## src/rtl/instr_fetch_unit.sv

```systemverilog
// Instruction fetch stage: owns the program counter, reads the instruction
// memory combinationally and buffers {pc, instruction} pairs in a small FIFO
// that feeds decode over a valid/ready handshake. A redirect flushes the
// FIFO and reloads the PC; a misaligned redirect target halts fetching
// until reset and raises a sticky error flag.
module instr_fetch_unit #(
    parameter logic [31:0] RESET_PC = 32'h0000_0000,
    parameter int          DEPTH    = 4
) (
    input  logic                     clk,
    input  logic                     reset,
    output logic [31:0]              imem_addr,
    input  logic [31:0]              imem_rdata,
    input  logic                     redirect_valid,
    input  logic [31:0]              redirect_target,
    output logic                     out_valid,
    input  logic                     out_ready,
    output logic [31:0]              out_instr,
    output logic [31:0]              out_pc,
    output logic [$clog2(DEPTH):0]   buf_count,
    output logic                     misaligned_err
);

    localparam int            AW         = $clog2(DEPTH);
    localparam logic [AW:0]   FULL_COUNT = (AW+1)'(DEPTH);

    logic [31:0]   fetchPc_q, fetchPc_d;
    logic [AW-1:0] head_q, head_d;
    logic [AW-1:0] tail_q, tail_d;
    logic [AW:0]   count_q, count_d;
    logic          misErr_q, misErr_d;
    logic [31:0]   instrBuf_q [DEPTH];
    logic [31:0]   pcBuf_q    [DEPTH];

    logic          headValid;
    logic          pop;
    logic          push;

    // Handshake decode and next-state selection; a redirect overrides
    // everything, so decode never sees a pop in the redirect cycle.
    always_comb begin
        headValid = (count_q != '0) && !redirect_valid;
        pop       = headValid && out_ready;
        push      = !misErr_q && !redirect_valid && ((count_q < FULL_COUNT) || pop);

        fetchPc_d = fetchPc_q;
        head_d    = head_q;
        tail_d    = tail_q;
        count_d   = count_q;
        misErr_d  = misErr_q;

        if (redirect_valid) begin
            fetchPc_d = {redirect_target[31:2], 2'b00};
            head_d    = '0;
            tail_d    = '0;
            count_d   = '0;
            misErr_d  = misErr_q || (redirect_target[1:0] != 2'b00);
        end else begin
            if (push) begin
                fetchPc_d = fetchPc_q + 32'd4;
                tail_d    = tail_q + AW'(1);
            end
            if (pop) begin
                head_d = head_q + AW'(1);
            end
            case ({push, pop})
                2'b10:   count_d = count_q + (AW+1)'(1);
                2'b01:   count_d = count_q - (AW+1)'(1);
                default: count_d = count_q;
            endcase
        end
    end

    // PC, FIFO pointers, occupancy and the sticky error flag.
    always_ff @(posedge clk or posedge reset) begin
        if (reset) begin
            fetchPc_q <= RESET_PC;
            head_q    <= '0;
            tail_q    <= '0;
            count_q   <= '0;
            misErr_q  <= 1'b0;
        end else begin
            fetchPc_q <= fetchPc_d;
            head_q    <= head_d;
            tail_q    <= tail_d;
            count_q   <= count_d;
            misErr_q  <= misErr_d;
        end
    end

    // FIFO storage: the word returned for the current fetch PC lands at the tail.
    always_ff @(posedge clk or posedge reset) begin
        if (reset) begin
            for (int i = 0; i < DEPTH; i++) begin
                instrBuf_q[i] <= '0;
                pcBuf_q[i]    <= '0;
            end
        end else if (push) begin
            instrBuf_q[tail_q] <= imem_rdata;
            pcBuf_q[tail_q]    <= fetchPc_q;
        end
    end

    assign imem_addr      = fetchPc_q;
    assign out_valid      = headValid;
    assign out_instr      = instrBuf_q[head_q];
    assign out_pc         = pcBuf_q[head_q];
    assign buf_count      = count_q;
    assign misaligned_err = misErr_q;

endmodule

```

## config.mk

```make
export PLATFORM = sky130hd
export DESIGN_NAME = instr_fetch_unit
export DESIGN_NICKNAME = d
export VERILOG_FILES = /design/src/rtl/instr_fetch_unit.sv
export SDC_FILE = /design/constraint.sdc
export NUM_CORES = 1
export LEC_CHECK = 0
export CORE_ASPECT_RATIO = 1.2
export CORE_MARGIN = 3
export CORE_UTILIZATION = 58
export CTS_CLUSTER_DIAMETER = 200
export CTS_CLUSTER_SIZE = 12
export DETAILED_ROUTE_END_ITERATION = 7
export MAX_ROUTING_LAYER = met4
export PLACE_DENSITY_LB_ADDON = 0.12
export SLEW_MARGIN = 40
export SYNTH_ARGS = -nofsm -noshare
export SYNTH_HDL_FRONTEND = slang
export SYNTH_SLANG_ARGS = --single-unit
```

## constraint.sdc

```tcl
create_clock -name clk -period 29 [get_ports clk]
set_input_delay 5.8 -clock clk [delete_from_list [all_inputs] [get_ports clk]]
set_output_delay 5.8 -clock clk [all_outputs]
set_load 0.05 [all_outputs]
```

==> flow_summary.json, run 1 <==
{
  "outcome": "finished clean",
  "die_area_um2": 24470,
  "drv_slew": 0,
  "nets": 1104,
  "hp-class": "flop to flop",
  "whs_ns": 0.5004,
  "io_buffers": 164,
  "critical_path_buf_inv_count": 3,
  "drtPass1Iterations": 5,
  "worst_slew_pin_slew_ns": 0.7082,
  "synth.top_cell.area_share": 0.5454,
  "syn-mean-instance-area_um2": 14.60,
  "synth_area_leaders": "dfrtp_1 55%, mux2_2 21%, mux4_2 11%",
  "clk_latency_ns": 0.52,
  "syn-cell-area_um2": 13120,
  "ys_warn_count": 0,
  "power_mw": 1.041,
  "path_max_fanout": 55,
  "synth.top_cells.by_count": "286 x dfrtp_1, 248 x mux2_2, 62 x mux4_2",
  "vdd_drop_max_uv": 47.45,
  "reg2reg_setup_slack_ns": 26.38,
  "synth_cells": 899,
  "worst_setup_path_end_kind": "output port",
  "drt_iter0_markers": 534,
  "chipWidth_um": 143.3,
  "yosys.area.top_type": "dfrtp_1",
  "grt_pass1_wl_um": 46790,
  "core_area_um2": 22000,
  "die_height_um": 170.8,
  "reg2regPathDepth": 5,
  "cts_tree": "yes",
  "fmax_mhz": 76.52,
  "setup_tns_ns": 0,
  "crit_path_start": "redirect_valid",
  "fin_crit_ns": 13.07,
  "post-route-period-util": 0.4506,
  "cp.arrival_ns": 7.27,
  "drt-vias-per-instance": 6.183,
  "slowest_delay_ns": 0.84,
  "path_class": "input pin to output port",
  "slew_headroom": 0.5279,
  "max-clock-path-buffers": 3,
  "seq_area_frac_synth": 0.5454,
  "crit_family": "buffers and inverters",
  "synth.distinct_cells": 50,
  "finalClockSkew_ns": 0.007881,
  "clkTransAtPathRegs_ns": 0.06,
  "fin_util": 0.7137,
  "crit_chain": "buf_2 > buf_4 > nor2_1 > clkdlybuf4s50_1",
  "synth-edff-count": 0,
  "globalRouteOverflowTotal": 0,
  "setup_violations": 0,
  "rsz0062_at_grt": "no",
  "clock_sinks": 286,
  "worstPathRequired_ns": 23.20,
  "yosysMostFrequentCell": "dfrtp_1",
  "clockRootBuffer": "clkbuf_16",
  "cp.depth": 4,
  "cts.repair.resized": 0,
  "antenna_found_initial": 2,
  "powerDensity_nw_per_um2": 66.27,
  "place.gp.congestion": 0.8295,
  "synth_ff_type": "dfrtp_1",
  "cap_violations": 0,
  "cts_setup_buffers": 0,
  "start_kind": "input pin",
  "power_leakage_nw": 6.877,
  "dp_hpwl_um": 18210,
  "numCtsBuffers": 27,
  "ys_ff_latch": 286,
  "timing.rr.end": "pcBuf_q[107]",
  "ctsHoldBuffers": 0,
  "drcViolationCount": 0,
  "cts_max_level": 1,
  "antenna_left": 0,
  "placementRows": 59,
  "num_io_pins": 169,
  "async_reset_ff_frac": 1.000,
  "cp_slowest_cell": "clkdlybuf4s50_1",
  "wirelength_um": 28820,
  "hold_viol_final": 0,
  "initial_core_util": 0.5965,
  "grt_pass1_vias": 8579,
  "vias": 8088,
  "routedWlPerCell_um": 22.04,
  "layout-drive-gt1-share": 0.3589,
  "grt_max_degree": 134,
  "crit_end": "out_valid",
  "grt_use_total": 0.2471,
  "area_growth_pct": 19.66,
  "r2r_start": "misaligned_err"
}
[placed cells by master, fill, tap and decap left out, types with 3 or more instances in the layout]
cell and instances:
or4_1 17, o211ai_1 6, nor4b_1 3, o21ai_0 11
or3_2 3, mux2i_1 3, nand4_1 16, nor4_1 5
inv_1 6, conb_1 4, ha_1 5, clkdlybuf4s50_1 163
buf_6 3, or4_4 3, o31ai_1 13, nor2_1 24
nand2_1 30, nor3_1 4, clkbuf_16 27, nand3_1 18
buf_12 6, xnor2_1 8, a31oi_1 11, and4_1 4
nor2b_1 4, mux2_2 248, dfrtp_1 284, diode_2 3
mux4_2 62, and2_4 4
[worst min-delay path by stage]
stage	start	to	slack, ns	depth (start not counted)
after CTS	instrBuf_q[30]	instrBuf_q[30]	0.50	1
after detailed placement	instrBuf_q[30]	instrBuf_q[30]	0.49	1
after global placement	instrBuf_q[34]	instrBuf_q[34]	0.48	1
after floorplan	instrBuf_q[32]	instrBuf_q[32]	0.48	1
final	instrBuf_q[91]	instrBuf_q[91]	0.50	1
after global routing	pcBuf_q[89]	pcBuf_q[89]	0.52	1
[report_power, final]
| group | switching (mW) | internal [mW] | total, mW |
|---|---|---|---|
| Sequential | 0.0332 | 0.427 | 0.460 |
| Clock | 0.137 | 0.167 | 0.304 |
| Combinational | 0.160 | 0.117 | 0.277 |
| Total | 0.329 | 0.711 | 1.04 |
[through the flow]
step / cells / instance area, µm² / setup WS (ns)
floorplan: 902 / 13130 / 15.31
finish: 1308 / 15700 / 15.93
global placement: 1267 / 14810 / 15.94
global route: 1307 / 15700 / 15.88
CTS: 1305 / 15690 / 15.93
detailed placement: 1275 / 14990 / 15.93
[layout make-up]
cell class / count / area, µm²
flip-flops and latches: 286 / 7164
fillers: 1502 / 6297
multi-input cells: 531 / 5594
repair buffers: 176 / 1853
clock buffers: 30 / 696.9
well taps: 274 / 342.8
inverters: 8 / 42.54
diodes: 3 / 7.507
[sequential cells by signal (all words and copies together) (netlist names)]
register / count
buf_count: 3
head_q: 2
imem_addr: 30
instrBuf_q: 128
misaligned_err: 1
pcBuf_q: 120
tail_q: 2
[cell families after synthesis]
family	count (synthesis)	synth area share
AOI/OAI and AO/OA	50	0.02613
xor gates and xnor gates	10	0.006675
adders and majority gates	6	0.006294
buffers and inverters	85	0.02985
DFF	286	0.5454
muxes	313	0.3215
other	1	0.0002858
and+or+nand+nor	148	0.06379
[layer usage]
metal  track usage  wire length, µm  vias up  part of all wire
li1              -                -     3594                 -
met1        0.3392            12560     4243              0.44
met2        0.4013            14420      220              0.50
met3       0.04138             1507       31             0.052
met4       0.04423              341        0             0.012
met5             -                0        -                 0
(Power assumes the default switching activity.)
==> run 2: changes to the inputs <==
- CORE_UTILIZATION: 58 -> 56
- clock period: 29 -> 12.6 ns (I/O delays scaled with it)
==> flow_summary.json, run 2 (synthesized netlist as in run 1, its figures left out) <==
{
  "grt_use_total": 0.2387,
  "antenna_found_initial": 2,
  "pwr-share-comb": 0.264,
  "regMostFlops": "instrBuf_q",
  "outcome": "finished clean",
  "reg2reg_setup_slack_ns": 10.10,
  "drt_iter0_markers": 469,
  "p_seq_frac": 0.444,
  "drcViolationCount": 0,
  "clkTransAtPathRegs_ns": 0.06,
  "cts_tree": "yes",
  "fillCellCount": 1658,
  "p_switching_uw": 758.9,
  "fin_crit_ns": 6.438,
  "cts_max_level": 1,
  "routedWlPerCell_um": 21.44,
  "worstPathRequired_ns": 10.08,
  "hold_viol_final": 0,
  "die_height_um": 173.7,
  "path_max_fanout": 55,
  "dp_hpwl_um": 18570,
  "vdd_drop_max_uv": 138.2,
  "area_growth_pct": 20.18,
  "final_common_cell": "dfrtp_1",
  "layout-drive-gt1-share": 0.3598,
  "rsz0062_at_grt": "no",
  "power_mw": 2.395,
  "path_class": "input pin to output port",
  "post-route-period-util": 0.5110,
  "layout_common_cells": "284 x dfrtp_1, 248 x mux2_2, 163 x clkdlybuf4s50_1",
  "grt_pass1_vias": 8689,
  "num_io_pins": 169,
  "chipWidth_um": 145.7,
  "clock_sinks": 286,
  "clk_latency_ns": 0.52,
  "cp_slowest_cell": "clkdlybuf4s50_1",
  "sw_frac_of_total": 0.3169,
  "vias": 8023,
  "place_area_um2": 15070,
  "setup_slack_ns": 6.162,
  "fin_area_um2": 15770,
  "cp.arrival_ns": 3.92,
  "clockRootBuffer": "clkbuf_16",
  "drtPass1Iterations": 4,
  "pre_cts_ws_ns": 6.161,
  "slowest_delay_ns": 0.84,
  "worst_setup_path_end_kind": "output port",
  "slew_headroom": 0.5110,
  "largest_reg_flops": 128,
  "fmax_mhz": 155.3,
  "max-clock-path-buffers": 3,
  "crit_chain": "buf_2 > buf_4 > nor2_1 > clkdlybuf4s50_1",
  "start_kind": "input pin",
  "antenna_left": 0,
  "cts_setup_buffers": 0,
  "die_area_um2": 25310,
  "initial_core_util": 0.5768,
  "cap_violations": 0,
  "globalRouteOverflowTotal": 0,
  "drt-vias-per-instance": 5.974,
  "cts.repair.resized": 0,
  "setup_tns_ns": 0,
  "core_area_um2": 22750,
  "grt_pass1_wl_um": 47580,
  "fin_util": 0.6932,
  "finalClockSkew_ns": 0.009415,
  "power.share.clock": 0.292,
  "placementRows": 60,
  "place.gp.congestion": 0.8491,
  "io_buffers": 164,
  "numCtsBuffers": 27,
  "nets": 1105,
  "grt_max_degree": 104,
  "drv_slew": 0,
  "power.internal_mw": 1.636,
  "worst_slew_pin_slew_ns": 0.7335,
  "hp-class": "flop to flop",
  "wirelength_um": 28790,
  "powerDensity_nw_per_um2": 151.9,
  "setup_violations": 0,
  "power_leakage_nw": 6.890,
  "ctsHoldBuffers": 0
}
-- run 2: changes by cell type in the layout (fill, tap and decap cells not counted), sizes merged --
cell and delta:
diode -1, buf +1, clkbuf -1
-- run 2: stage by stage --
stage / std cells / hold slack, ns
floorplan: 902 / 0.4752
global placement: 1302 / 0.4831
detailed placement: 1312 / 0.4912
CTS: 1341 / 0.5044
global route: 1343 / 0.5108
finish: 1343 / 0.5000
-- run 2: worst max-delay path, delay by kind of cell --
family | cells | cell delay (ns)
simple gates | 1 | 0.16
buf+inv | 3 | 1.21
-- run 2: path summary, 6_finish.rpt --
path / depth (start not counted) / to / start
worst max-delay path: 4 / out_valid / redirect_valid
worst min-delay path: 1 / instrBuf_q[16] / instrBuf_q[16]
worst max register to register: 4 / instrBuf_q[107] / misaligned_err
worst min register to register: 1 / instrBuf_q[16] / instrBuf_q[16]
max in group asynchronous: 5 / pcBuf_q[115] / reset
min in group asynchronous: 2 / instrBuf_q[26] / reset
-- run 2: final cells by class --
class / count / area [µm²] / area share
inverter: 8 / 37.54 / 0.002380
sequential: 286 / 7164 / 0.4543
clock buffer: 29 / 693.2 / 0.04396
antenna: 2 / 5.005 / 0.0003174
timing repair buffer: 177 / 1887 / 0.1197
tap: 310 / 387.9 / 0.02460
multi-input combinational: 531 / 5594 / 0.3548
-- run 2: metal layers --
layer  vias up  global-route usage  share of wire
li1       3585                   -              -
met4         0             0.04869          0.015
met1      4190              0.3185           0.42
met5         -                   -              0
met2       217              0.3858           0.50
met3        31             0.04969          0.064
-- run 2: power by group through the flow --
stage	clock network (mW)	registers, mW	logic (mW)
3_5_place_dp	0	1.08	0.639
5_1_grt	0.753	1.08	0.667
3_3_place_gp	0	1.08	0.630
2_1_floorplan	0	1.07	0.453
6_report	0.698	1.06	0.633
4_1_cts	0.716	1.06	0.641
